## config.mk

```make
export PLATFORM = sky130hd
export DESIGN_NAME = chnlnk_frame_builder
export DESIGN_NICKNAME = d
export VERILOG_FILES = /design/src/rtl/chnlnk_frame_builder.sv
export SDC_FILE = /design/constraint.sdc
export NUM_CORES = 1
export LEC_CHECK = 0
export ABC_AREA = 1
export CAP_MARGIN = 10
export CORE_ASPECT_RATIO = 1.1
export CORE_MARGIN = 2
export CORE_UTILIZATION = 43
export CTS_CLUSTER_SIZE = 28
export DETAILED_ROUTE_END_ITERATION = 10
export HOLD_SLACK_MARGIN = 0.03
export PLACE_DENSITY = 0.88
export SYNTH_ARGS = -nofsm -noshare
export SYNTH_HDL_FRONTEND = slang
export SYNTH_SLANG_ARGS = --single-unit
export TNS_END_PERCENT = 100
```

## constraint.sdc

```tcl
create_clock -name i_clk -period 1.2 [get_ports i_clk]
set_input_delay 0.3 -clock i_clk [delete_from_list [all_inputs] [get_ports i_clk]]
set_output_delay 0.3 -clock i_clk [all_outputs]
set_load 0.05 [all_outputs]
```

## src/rtl/chnlnk_frame_builder.sv

```systemverilog
// chnlnk_frame_builder
// Purpose : Builds the 16-bit word stream sent to the channel-link serializer.
//           Each frame is 100 words: words 0..95 are sample words popped from
//           an FWFT FIFO, then four tail words follow:
//             96 {4'hD, FRM_CNT}                   (CRC accumulated)
//             97 {4'hE, 11'h000, SEQ_ERR}          (CRC accumulated)
//             98 CRC-16/0x1021 of words 0..97      (16'hC5C5 without CRC)
//             99 {4'hF, 12'hFFF ^ FRM_CNT}
//           The comma word IDLE_WORD is sent whenever no frame word is valid.
// Latency : exactly one i_clk from i_valid/i_seq/i_fifo_dout to o_tx_*.
// Backpressure: none; the serializer accepts one word every cycle.
//
// Build option: define CHNLNK_CRC_EN to compile in the CRC register. When it
// is undefined there is no CRC register and word 98 is the constant 16'hC5C5.
//
// Ports:
//   i_clk        sole clock, rising edge
//   i_rst        asynchronous active-high reset
//   i_clr_crc    frame-start strobe: clears CRC and expected-sequence counter
//   i_valid      a frame word is present this cycle
//   i_rd         this frame word is sample data from i_fifo_dout
//   i_seq        word index within the frame, 0..99
//   i_last_wrd   end-of-event strobe, advances the event counter
//   i_fifo_dout  sample data, valid in the same cycle as i_rd
//   o_tx_data    registered word to the serializer
//   o_tx_k       registered; high when o_tx_data is IDLE_WORD (comma)
//   o_tx_vld     registered; high when o_tx_data is a frame word
//   o_frm_cnt    count of completed events (wraps at 12 bits)
//   o_seq_err    sticky protocol-error flag, cleared only by reset

module chnlnk_frame_builder #(
    parameter logic [15:0] IDLE_WORD = 16'h50BC
) (
    input  logic        i_clk,
    input  logic        i_rst,
    input  logic        i_clr_crc,
    input  logic        i_valid,
    input  logic        i_rd,
    input  logic [6:0]  i_seq,
    input  logic        i_last_wrd,
    input  logic [15:0] i_fifo_dout,
    output logic [15:0] o_tx_data,
    output logic        o_tx_k,
    output logic        o_tx_vld,
    output logic [11:0] o_frm_cnt,
    output logic        o_seq_err
);

    localparam logic [6:0] SEQ_LAST_DATA = 7'd95;
    localparam logic [6:0] SEQ_HDR       = 7'd96;
    localparam logic [6:0] SEQ_STAT      = 7'd97;
    localparam logic [6:0] SEQ_CRC       = 7'd98;
    localparam logic [6:0] SEQ_TAIL      = 7'd99;

    logic [15:0] r_tx_data;
    logic        r_tx_k;
    logic        r_tx_vld;
    logic [11:0] r_frm_cnt;
    logic        r_seq_err;
    logic [6:0]  r_exp_seq;

    logic [15:0] w_word;
    logic        w_word_vld;
    logic [15:0] w_crc_word;
    logic        w_proto_err;

    // ------------------------------------------------------------------
    // Word selection. Protocol-violating words are still emitted: RD=1
    // always selects FIFO data, and a non-data index outside 96..99 falls
    // back to the comma word.
    // ------------------------------------------------------------------
    always_comb begin
        w_word     = IDLE_WORD;
        w_word_vld = 1'b0;
        if (i_valid) begin
            if (i_rd) begin
                w_word     = i_fifo_dout;
                w_word_vld = 1'b1;
            end else begin
                case (i_seq)
                    SEQ_HDR: begin
                        w_word     = {4'hD, r_frm_cnt};
                        w_word_vld = 1'b1;
                    end
                    SEQ_STAT: begin
                        w_word     = {4'hE, 11'h000, r_seq_err};
                        w_word_vld = 1'b1;
                    end
                    SEQ_CRC: begin
                        w_word     = w_crc_word;
                        w_word_vld = 1'b1;
                    end
                    SEQ_TAIL: begin
                        w_word     = {4'hF, 12'hFFF ^ r_frm_cnt};
                        w_word_vld = 1'b1;
                    end
                    default: begin
                        w_word     = IDLE_WORD;
                        w_word_vld = 1'b0;
                    end
                endcase
            end
        end
    end

`ifdef CHNLNK_CRC_EN
    // ------------------------------------------------------------------
    // CRC-16, poly 0x1021, init 16'hFFFF, one full word per cycle, MSB
    // first, no final XOR. Sample words and tail words 96/97 are folded
    // in; the CRC word itself and word 99 are not.
    // ------------------------------------------------------------------
    logic [15:0] r_crc;
    logic        w_crc_acc;

    function automatic logic [15:0] crc16_word(input logic [15:0] crc,
                                               input logic [15:0] dat);
        logic [15:0] c;
        logic        fb;
        c = crc;
        for (int i = 15; i >= 0; i--) begin
            fb = c[15] ^ dat[i];
            c  = {c[14:0], 1'b0} ^ (fb ? 16'h1021 : 16'h0000);
        end
        return c;
    endfunction

    assign w_crc_acc  = i_valid && (i_rd || (i_seq == SEQ_HDR) || (i_seq == SEQ_STAT));
    assign w_crc_word = r_crc;

    // A frame-start strobe wins over accumulation of a coincident word.
    always_ff @(posedge i_clk or posedge i_rst) begin
        if (i_rst) begin
            r_crc <= 16'hFFFF;
        end else if (i_clr_crc) begin
            r_crc <= 16'hFFFF;
        end else if (w_crc_acc) begin
            r_crc <= crc16_word(r_crc, w_word);
        end
    end
`else
    assign w_crc_word = 16'hC5C5;
`endif

    // ------------------------------------------------------------------
    // Sequence checking. The expected index counts valid words since the
    // last frame-start strobe and sticks at the final index.
    // ------------------------------------------------------------------
    always_ff @(posedge i_clk or posedge i_rst) begin
        if (i_rst) begin
            r_exp_seq <= 7'd0;
        end else if (i_clr_crc) begin
            r_exp_seq <= 7'd0;
        end else if (i_valid && (r_exp_seq != SEQ_TAIL)) begin
            r_exp_seq <= r_exp_seq + 7'd1;
        end
    end

    assign w_proto_err = (i_valid && (i_seq != r_exp_seq))
                       || (i_valid && i_rd && (i_seq > SEQ_LAST_DATA))
                       || (i_valid && !i_rd && (i_seq < SEQ_HDR))
                       || (i_seq > SEQ_TAIL);

    always_ff @(posedge i_clk or posedge i_rst) begin
        if (i_rst) begin
            r_seq_err <= 1'b0;
        end else if (w_proto_err) begin
            r_seq_err <= 1'b1;
        end
    end

    // Event counter; a coincident tail word already sampled the old value.
    always_ff @(posedge i_clk or posedge i_rst) begin
        if (i_rst) begin
            r_frm_cnt <= 12'h000;
        end else if (i_last_wrd) begin
            r_frm_cnt <= r_frm_cnt + 12'h001;
        end
    end

    // Output register stage.
    always_ff @(posedge i_clk or posedge i_rst) begin
        if (i_rst) begin
            r_tx_data <= IDLE_WORD;
            r_tx_k    <= 1'b1;
            r_tx_vld  <= 1'b0;
        end else begin
            r_tx_data <= w_word;
            r_tx_k    <= ~w_word_vld;
            r_tx_vld  <= w_word_vld;
        end
    end

    assign o_tx_data = r_tx_data;
    assign o_tx_k    = r_tx_k;
    assign o_tx_vld  = r_tx_vld;
    assign o_frm_cnt = r_frm_cnt;
    assign o_seq_err = r_seq_err;

endmodule

```

==> results.json, run 1 <==
{
  "run_status": "complete, but fails checks",
  "violations": "setup timing",
  "synth_nets": 310,
  "slew_headroom": 0.736,
  "p_leak_nw": 1.96,
  "vias_per_cell": 5.86,
  "clock-root-buffer": "clkbuf_8",
  "rsz0062_at_grt": "true",
  "fp.dieH_um": 78.1,
  "antenna_found_initial": 0,
  "clock-sinks": 38,
  "n_fill_cell": 203,
  "worst_slack_ns": -0.193,
  "instances_no_fill": 468,
  "yosysSeqAreaShare": 0.448,
  "synth.largest_area_cell": "dfrtp_1",
  "fp.dieArea_mm2": 0.00558,
  "synthTopCellsByArea": "dfrtp_1 (35%), nand2_1 (14%), dfstp_2 (9.8%), inv_1 (5.8%), nor2_1 (5.2%)",
  "final_area_mm2": 0.00395,
  "grt_overflow": 0,
  "drv_slew": 0,
  "synth-main-ff-cell": "dfrtp_1",
  "synthCells": 279,
  "numCtsBuffers": 5,
  "crit_fanout": 5,
  "clock_skew_ns": 0.00796,
  "r2r_start": "o_frm_cnt[2]$_DFFE_PP0P_",
  "holdWs_ns": 0.345,
  "endpoint_kind": "register",
  "switching_power_mw": 2.33,
  "critPathLaunchType": "register",
  "dp.cells": 435,
  "fin_crit_sh": 1.16,
  "place_area_mm2": 0.00348,
  "p_per_area_mw_per_mm2": 1460,
  "gp_congestion": 0.905,
  "cp.required_ns": 1.41,
  "hpwl_um": 4680,
  "ys_seq_elements": 38,
  "final-hold-violation-count": 0,
  "synth_edf_count": 0,
  "grt_pass1_vias": 2549,
  "port_buffers": 59,
  "antenna_cells": 0,
  "grt_pass1_wl_um": 12400,
  "synthArstFlopShare": 1.00,
  "yosysUniqueCellTypes": 29,
  "postRouteAntennaNets": 0,
  "drtIter0Drc": 278,
  "hold_class": "primary input to async pin",
  "clk_latency_ns": 0.30,
  "path_class": "register to register",
  "globalRouteTotalUtil": 0.285,
  "period_needed_ns": 1.39,
  "avgSynthCellArea_um2": 7.70,
  "ioPinCount": 60,
  "start_util": 0.455,
  "ir_drop_mv": 2.05,
  "total_power_mw": 5.76,
  "multi_input_area_mm2": 0.00122,
  "core_area_mm2": 0.00472,
  "yosysTopAreaCellShare": 0.350,
  "p_seq_frac": 0.296,
  "fin_nets": 442,
  "tightestPinTransition_ns": 0.393,
  "drt_pass1_iterations": 7,
  "ff2ff_path_depth": 6,
  "vias": 2743,
  "drive_above_1_share": 0.476,
  "cts_tree": "done",
  "maxCapViolCount": 0,
  "grt_max_degree": 39,
  "fp-row-count": 26,
  "clockPowerShare": 0.160,
  "path_clk_slew_ns": 0.08,
  "wl_per_cell_um": 18.8,
  "htree_levels": 2,
  "netlist_area_mm2": 0.00215,
  "switching_share": 0.404,
  "die_x_um": 71.4,
  "max_freq_mhz": 718,
  "setup_viol": 39,
  "p_comb_frac": 0.544,
  "ys_warn_count": 0,
  "r2r_slack_ns": -0.19,
  "seq_area_um2": 977,
  "synthToLayoutAreaGrowth_pct": 84.0,
  "arrival_ns": 1.60,
  "clockBufferDepth": 2,
  "internal-power_mw": 3.43,
  "drc": 0,
  "finalWirelength_um": 8800,
  "place_ws_ns": -0.598,
  "reg2reg_to": "o_frm_cnt[9]$_DFFE_PP0P_"
}
==> cells in the final DEF, fill, tap and decap left out, types with 2 or more instances in the layout <==
| master | synthesis | routed |
|---|---|---|
| o21ai_0 | 8 | 3 |
| xor2_1 | 10 | 9 |
| o21ai_1 | 5 | 7 |
| clkbuf_8 | 0 | 6 |
| buf_2 | 0 | 2 |
| clkbuf_2 | 0 | 6 |
| nand2_4 | 3 | 7 |
| dlygate4sd2_1 | 0 | 3 |
| ha_4 | 0 | 2 |
| o22ai_1 | 3 | 3 |
| inv_1 | 33 | 27 |
| nor3_1 | 3 | 2 |
| buf_12 | 0 | 33 |
| dfstp_2 | 8 | 8 |
| nand2_2 | 3 | 6 |
| a21oi_1 | 7 | 6 |
| dfrtp_2 | 0 | 13 |
| inv_2 | 3 | 7 |
| or2_2 | 3 | 3 |
| buf_4 | 0 | 50 |
| nand3b_1 | 2 | 2 |
| dfrtp_1 | 30 | 17 |
| nand3_1 | 22 | 15 |
| nor2_4 | 3 | 8 |
| inv_4 | 0 | 2 |
| xnor2_2 | 0 | 2 |
| nand2_1 | 79 | 72 |
| nor2_2 | 5 | 8 |
| nor2_1 | 30 | 22 |
| buf_6 | 2 | 15 |
| clkdlybuf4s50_1 | 0 | 18 |
| nand3_2 | 1 | 8 |
| clkinv_2 | 0 | 2 |
| nand4_1 | 6 | 6 |
| o21ai_2 | 1 | 4 |
==> synthesized netlist by cell type, types with 5 or more instances <==
cell type,number
nand2_1,79
inv_1,33
dfrtp_1,30
nor2_1,30
nand3_1,22
xor2_1,10
dfstp_2,8
o21ai_0,8
a21oi_1,7
nand4_1,6
nor2_2,5
o21ai_1,5
==> area by class of cell <==
| cell class | instances | share of cell area |
|---|---|---|
| clock buffer | 7 | 0.0218 |
| clock inverter | 1 | 0.00127 |
| inverter | 37 | 0.0367 |
| multi-input combinational | 202 | 0.308 |
| sequential | 38 | 0.247 |
| tap | 56 | 0.0177 |
| timing repair buffer | 127 | 0.367 |
==> worst max-delay path by stage <==
stage,startpoint,to,slack [ns]
finish,o_frm_cnt[2]$_DFFE_PP0P_,o_frm_cnt[9]$_DFFE_PP0P_,-0.19
floorplan,o_frm_cnt[0]$_DFFE_PP0P_,o_frm_cnt[10]$_DFFE_PP0P_,-0.19
global placement,i_seq[2],o_tx_data[0]$_DFF_PP0_,-0.52
detailed placement,i_seq[2],o_tx_data[8]$_DFF_PP0_,-0.60
global route,o_frm_cnt[2]$_DFFE_PP0P_,o_frm_cnt[9]$_DFFE_PP0P_,-0.26
CTS,o_frm_cnt[1]$_DFFE_PP0P_,o_frm_cnt[1],-0.11
==> flip-flops by register name (all words and copies together) (netlist names) <==
| register | flops |
|---|---|
| o_tx_k | 1 |
| o_tx_data | 16 |
| o_seq_err | 1 |
| o_frm_cnt | 12 |
| o_tx_vld | 1 |
| r_exp_seq | 7 |
==> critical path, cell delays in order, from the launching register on <==
cell and delay, ns:
dfrtp_2 0.41, buf_6 0.15, nand2_1 0.11, nor2_2 0.16, nand2_2 0.12, nor3_4 0.15
xor2_1 0.20
==> metal layers <==
metal | wire length [µm] | GRT usage | vias up
li1 | - | - | 1144
met3 | 932 | 0.0488 | 66
met1 | 3140 | 0.342 | 1262
met2 | 4200 | 0.483 | 271
met5 | 0 | 0 | -
met4 | 527 | 0.147 | 0
==> power groups by stage <==
stage                     Combinational, mW  Sequential [mW]  Clock, mW
final                                  3.14             1.70      0.921
after global routing                   3.23             1.71      0.984
after CTS                              2.75             1.67      0.933
after detailed placement               2.39             1.71          0
after global placement                 2.36             1.70          0
after floorplan                       0.507             2.27          0
==> per-stage QoR <==
step	TNS, ns	util
after floorplan	-0.807	-
after global placement	-12.85	0.739
after detailed placement	-14.34	0.739
after CTS	-1.51	0.808
after global routing	-4.47	0.838
final	-3.35	0.838
==> cell families after synthesis <==
logic type               Yosys count  synth area share
AO/OA/AOI/OAI                     25            0.0635
XOR/XNOR                          13            0.0530
adder cells (fa/ha/maj)            2            0.0117
buffers and inverters             39            0.0752
flip-flops                        38             0.448
AND/OR/NAND/NOR                  162             0.349
==> what timing repair did <==
action                                  in CTS  in global routing
resized for setup                           39                 53
pin swaps                                   14                 23
buffers inserted                            21                  5
endpoints found under the setup margin      50                 48
gates cloned                                 1                  0
hold buffers                                 0                  0
(Power assumes the default switching activity.)
==> run 2, diff against run 1 <==
Settings changed: ABC_AREA 1 to 0, CORE_UTILIZATION 43 to 41, PLACE_DENSITY 0.88 to 0.87.
==> run 2 against run 1 <==
  * The flow still finishes with violations (setup timing)
  * Cell count shrank 26%
  * Critical path depth down 1
  * Clock skew is 0.0011 ns lower
  * Power is 14% lower
  * First-iteration DRC count shrank 22%
  * Worst hold slack improved by 0.013 ns
  * Clock-buffer cell count down 1
  * Non-clock buffer count fell by 16
  * Critical path type unchanged
  * Highest routed layer unchanged
==> results.json, run 2 <==
{
  "fin_nets": 322,
  "r2r_start": "r_exp_seq[0]$_DFFE_PP0P_",
  "total_power_mw": 4.98,
  "synth.largest_area_cell": "dfrtp_1",
  "synth_edf_count": 0,
  "grt_overflow": 0,
  "r2r_slack_ns": -0.20,
  "drtIter0Drc": 217,
  "avgSynthCellArea_um2": 10.3,
  "final-hold-violation-count": 0,
  "ys_seq_elements": 38,
  "globalRouteTotalUtil": 0.242,
  "run_status": "complete, but fails checks",
  "finalWirelength_um": 5970,
  "numCtsBuffers": 5,
  "tightestPinTransition_ns": 0.334,
  "synth-main-ff-cell": "dfrtp_1",
  "hpwl_um": 3670,
  "multi_input_area_um2": 973,
  "synthCells": 180,
  "route.top_layer_used": "met4",
  "postRouteAntennaNets": 0,
  "drv_slew": 0,
  "p_per_area_mw_per_mm2": 1430,
  "endpoint_kind": "register",
  "ir_drop_mv": 1.42,
  "yosysUniqueCellTypes": 36,
  "ff2ff_path_depth": 5,
  "wl_met2_um": 3200,
  "period_needed_ns": 1.40,
  "core_area_mm2": 0.00432,
  "cp.required_ns": 1.38,
  "layout_commonest_cell": "buf_4",
  "seq_area_um2": 978,
  "clock-sinks": 38,
  "clock_skew_ns": 0.00687,
  "vias_per_cell": 5.46,
  "crit_slowest_cell": "dfrtp_1",
  "max_freq_mhz": 715,
  "fp.dieH_um": 74.4,
  "largest_register_ff_count": 16,
  "p_leak_nw": 1.55,
  "met1_length_um": 2240,
  "mostFrequentLayoutCells": "buf_4 (39), buf_12 (33), nor2_1 (21), clkdlybuf4s50_1 (18)",
  "maxCapViolCount": 0,
  "synthToLayoutAreaGrowth_pct": 87.8,
  "n_fill_cell": 228,
  "cts_tree": "done",
  "antenna_found_initial": 0,
  "setup_viol": 32,
  "drive_above_1_share": 0.490,
  "vias": 1890,
  "yosysSeqAreaShare": 0.520,
  "yosysTopAreaCellShare": 0.406,
  "die_x_um": 68.0,
  "synthArstFlopShare": 1.00,
  "netlist_area_mm2": 0.00185,
  "clock-root-buffer": "clkbuf_8",
  "dr_wl_met3_um": 422,
  "yosysMostFrequentCell": "dfrtp_1",
  "violations": "setup timing",
  "grt_pass1_wl_um": 8960,
  "hold_class": "primary input to async pin",
  "path_clk_slew_ns": 0.08,
  "synthTopCellsByArea": "dfrtp_1 (41%), dfstp_2 (11%), xor2_1 (7.1%), nor2_1 (5.3%), a21oi_1 (4.3%)",
  "clockBufferDepth": 2,
  "wl_per_cell_um": 17.3,
  "ioPinCount": 60,
  "path_cells": "ha_2 -> nand2b_4 -> o41ai_4 -> mux2i_1 -> nor2_1",
  "ys_warn_count": 0,
  "reg2reg_to": "r_exp_seq[1]$_DFFE_PP0P_",
  "worst_slack_ns": -0.199,
  "htree_levels": 2,
  "dp.cells": 319,
  "arrival_ns": 1.58,
  "holdWs_ns": 0.358,
  "gp_congestion": 0.910,
  "drc": 0,
  "ys_top_cells_by_count": "dfrtp_1 (30), nor2_1 (26), a21oi_1 (16)",
  "critPathLaunchType": "register",
  "start_util": 0.428,
  "clk_latency_ns": 0.29,
  "drt_pass1_iterations": 4,
  "fp.dieArea_mm2": 0.00506,
  "port_buffers": 59,
  "slew_headroom": 0.777,
  "rsz0062_at_grt": "true",
  "grt_pass1_vias": 1889,
  "fin_crit_sh": 1.17,
  "path_class": "register to register",
  "instances_no_fill": 346,
  "grt_max_degree": 39,
  "slowest_delay_ns": 0.40,
  "crit_fanout": 3,
  "antenna_cells": 0,
  "fp-row-count": 25,
  "synth_nets": 211
}
-- run 2: cell families after synthesis --
kind of cell	after synthesis	share of synthesized area
AND/OR/NAND/NOR	67	0.185
flip-flops	38	0.520
AO/OA/AOI/OAI	32	0.115
XOR/XNOR	24	0.114
buffers and inverters	12	0.0257
multiplexers	5	0.0277
adder cells (fa/ha/maj)	2	0.0135
-- run 2: critical path: cells and delay by family (launching register included) --
family          cells  cell delay, ns
flops               1            0.40
compound gates      1            0.28
fa+ha+maj           1            0.24
mux                 1            0.24
simple gates        2            0.12
-- run 2: how the worst max path moves through the flow --
stage | slack, ns | startpoint | end | depth (start not counted)
floorplan | -0.30 | o_frm_cnt[0]$_DFFE_PP0P_ | o_frm_cnt[8]$_DFFE_PP0P_ | 5
global placement | -0.54 | i_seq[2] | o_seq_err$_DFFE_PP0P_ | 5
detailed placement | -0.56 | i_seq[3] | o_tx_data[9]$_DFF_PP0_ | 6
CTS | -0.22 | r_exp_seq[5]$_DFFE_PP0P_ | o_seq_err$_DFFE_PP0P_ | 4
global route | -0.26 | r_exp_seq[5]$_DFFE_PP0P_ | o_seq_err$_DFFE_PP0P_ | 4
finish | -0.20 | r_exp_seq[0]$_DFFE_PP0P_ | r_exp_seq[1]$_DFFE_PP0P_ | 5
-- run 2: layout make-up --
cell class | count | share of cell area
Clock buffer | 6 | 0.0209
Clock inverter | 2 | 0.00288
Inverter | 5 | 0.00541
Multi-Input combinational cell | 130 | 0.280
Sequential cell | 38 | 0.282
Tap cell | 54 | 0.0195
Timing Repair Buffer | 111 | 0.389
-- run 2: metal layers --
layer  vias up  global-route usage
li1        846                   -
met1       939               0.287
met2        92               0.416
met3        13              0.0635
met4         0              0.0956
met5         -                   0
-- run 2: stage by stage --
step	setup TNS [ns]	util	setup WS (ns)	instance area, µm²
floorplan	-1.84	-	-0.298	1900
global placement	-14.37	0.721	-0.537	3110
detailed placement	-15.75	0.721	-0.564	3110
CTS	-2.04	0.786	-0.218	3390
global route	-3.76	0.804	-0.259	3470
finish	-2.38	0.804	-0.199	3470
-- run 2: report_power, final --
group / internal [mW] / switching (mW) / leakage (nW)
sequential: 1.46 / 0.160 / 0.456
clock: 0.403 / 0.457 / 0.0450
combinational: 1.29 / 1.21 / 1.05
-- run 2: what timing repair did --
action / 4_1_cts / 5_1_grt
resized for setup: 36 / 19
hold buffers: 0 / 0
pin swaps: 24 / 9
setup buffers: 15 / 4
setup endpoints to repair: 53 / 50
cloned: 0 / 1
==> variant, RTL diff (flow settings as in run 1) <==
Add a define of `CHNLNK_CRC_EN`.
--- a/src/rtl/chnlnk_frame_builder.sv
+++ b/src/rtl/chnlnk_frame_builder.sv
@@ -29,4 +29,6 @@
 //   o_seq_err    sticky protocol-error flag, cleared only by reset
 
+`define CHNLNK_CRC_EN
+
 module chnlnk_frame_builder #(
     parameter logic [15:0] IDLE_WORD = 16'h50BC
Function: changed (Yosys sat finds a counterexample within 4 cycles, from zero or initial values and one cycle with i_rst high).
==> variant against run 1 <==
The flow now stops in 5_1_grt; synthesized area increased by 71%.
==> variant: results (changes against run 1) <==
| Metric | Value |
|---|---|
| Mux share of post-synthesis cell area | `0.00307 (was 0)` |
| Adder-cell area share of the yosys netlist | `0.00683 (was 0.0117)` |
| Synthesis Warnings | `0 (unchanged)` |
| CTS Buf Count | `5 (unchanged)` |
| Placer Congestion | `1.01 (was 0.905)` |
| Stop Error | `[ERROR GRT-0232] Routing congestion too high. Check the congestion heatmap in the GUI.` |
| Worst endpoint after global-route timing repair | `r_crc[13]$_DFFE_PP1P_/D` |
| Complex-gate fraction of the synthesized area | `0.0693 (was 0.0635)` |
| Pre-CTS WS | `-1.73 ns (was -0.598 ns)` |
| Fraction of registers with async set/reset | `1.00 (unchanged)` |
| Total GRT Usage | `0.686` |
| Ys flop type | `dfrtp_1 (unchanged)` |
| Hold-fix buffers, CTS | `0 (unchanged)` |
| Port-buffer cells | `59 (unchanged)` |
| Sequential fraction of the synthesis area | `0.377 (was 0.448)` |
| Root Driver | `clkbuf_8 (unchanged)` |
| Most instantiated cells after synthesis | `nand2_1 (146), inv_1 (65), nand3_1 (58) (was nand2_1 (79), inv_1 (33), dfrtp_1 (30), nor2_1 (30), nand3_1 (22))` |
| Post-synthesis xor/xnor area fraction | `0.0430 (was 0.0530)` |
| Synthesized Nets | `555 (was 310)` |
| Status | `stopped before the end (was complete, but fails checks)` |
| Top post-synthesis cells by area | `dfrtp_1 (20%), dfstp_2 (17%), nand2_1 (15%) (was dfrtp_1 (35%), nand2_1 (14%), dfstp_2 (9.8%))` |
| DPL Wire Length | `10.2 mm (was 4.68 mm)` |
| Stage reached | `5_1_grt` |
| CTS Buffer Depth | `2 (unchanged)` |
| Netlist cell types | `38 (was 29)` |
| Seq cells post-synth | `54 (was 38)` |
| Overflow after GRT | `71` |
| H-tree levels | `2 (unchanged)` |
| Worst EP Category | `register input` |
| Largest net degree at the start of global routing | `32` |
==> variant: cell families after synthesis <==
logic type	count (synthesis)
xor gates and xnor gates	18
and+or+nand+nor	326
muxes	1
AOI/OAI and AO/OA	43
buffers and inverters	80
adders and majority gates	2
DFF	54
==> variant: stage by stage <==
step / instances / setup TNS [ns] / cell area [um^2] / util
floorplan: 524 / -14.44 / 3780 / -
global placement: 825 / -47.01 / 5830 / 0.701
detailed placement: 825 / -52.16 / 5830 / 0.701
CTS: 870 / -19.04 / 6830 / 0.821
==> variant: routing by layer <==
layer,overflow,track usage
met5,0,0.0833
met4,28,0.767
met3,0,0.441
met2,43,0.925
met1,0,0.659
==> variant: what timing repair did <==
item	in CTS
setup buffers	43
endpoints found under the setup margin	71
gates resized for setup	200
pin swaps	74
cloned	1
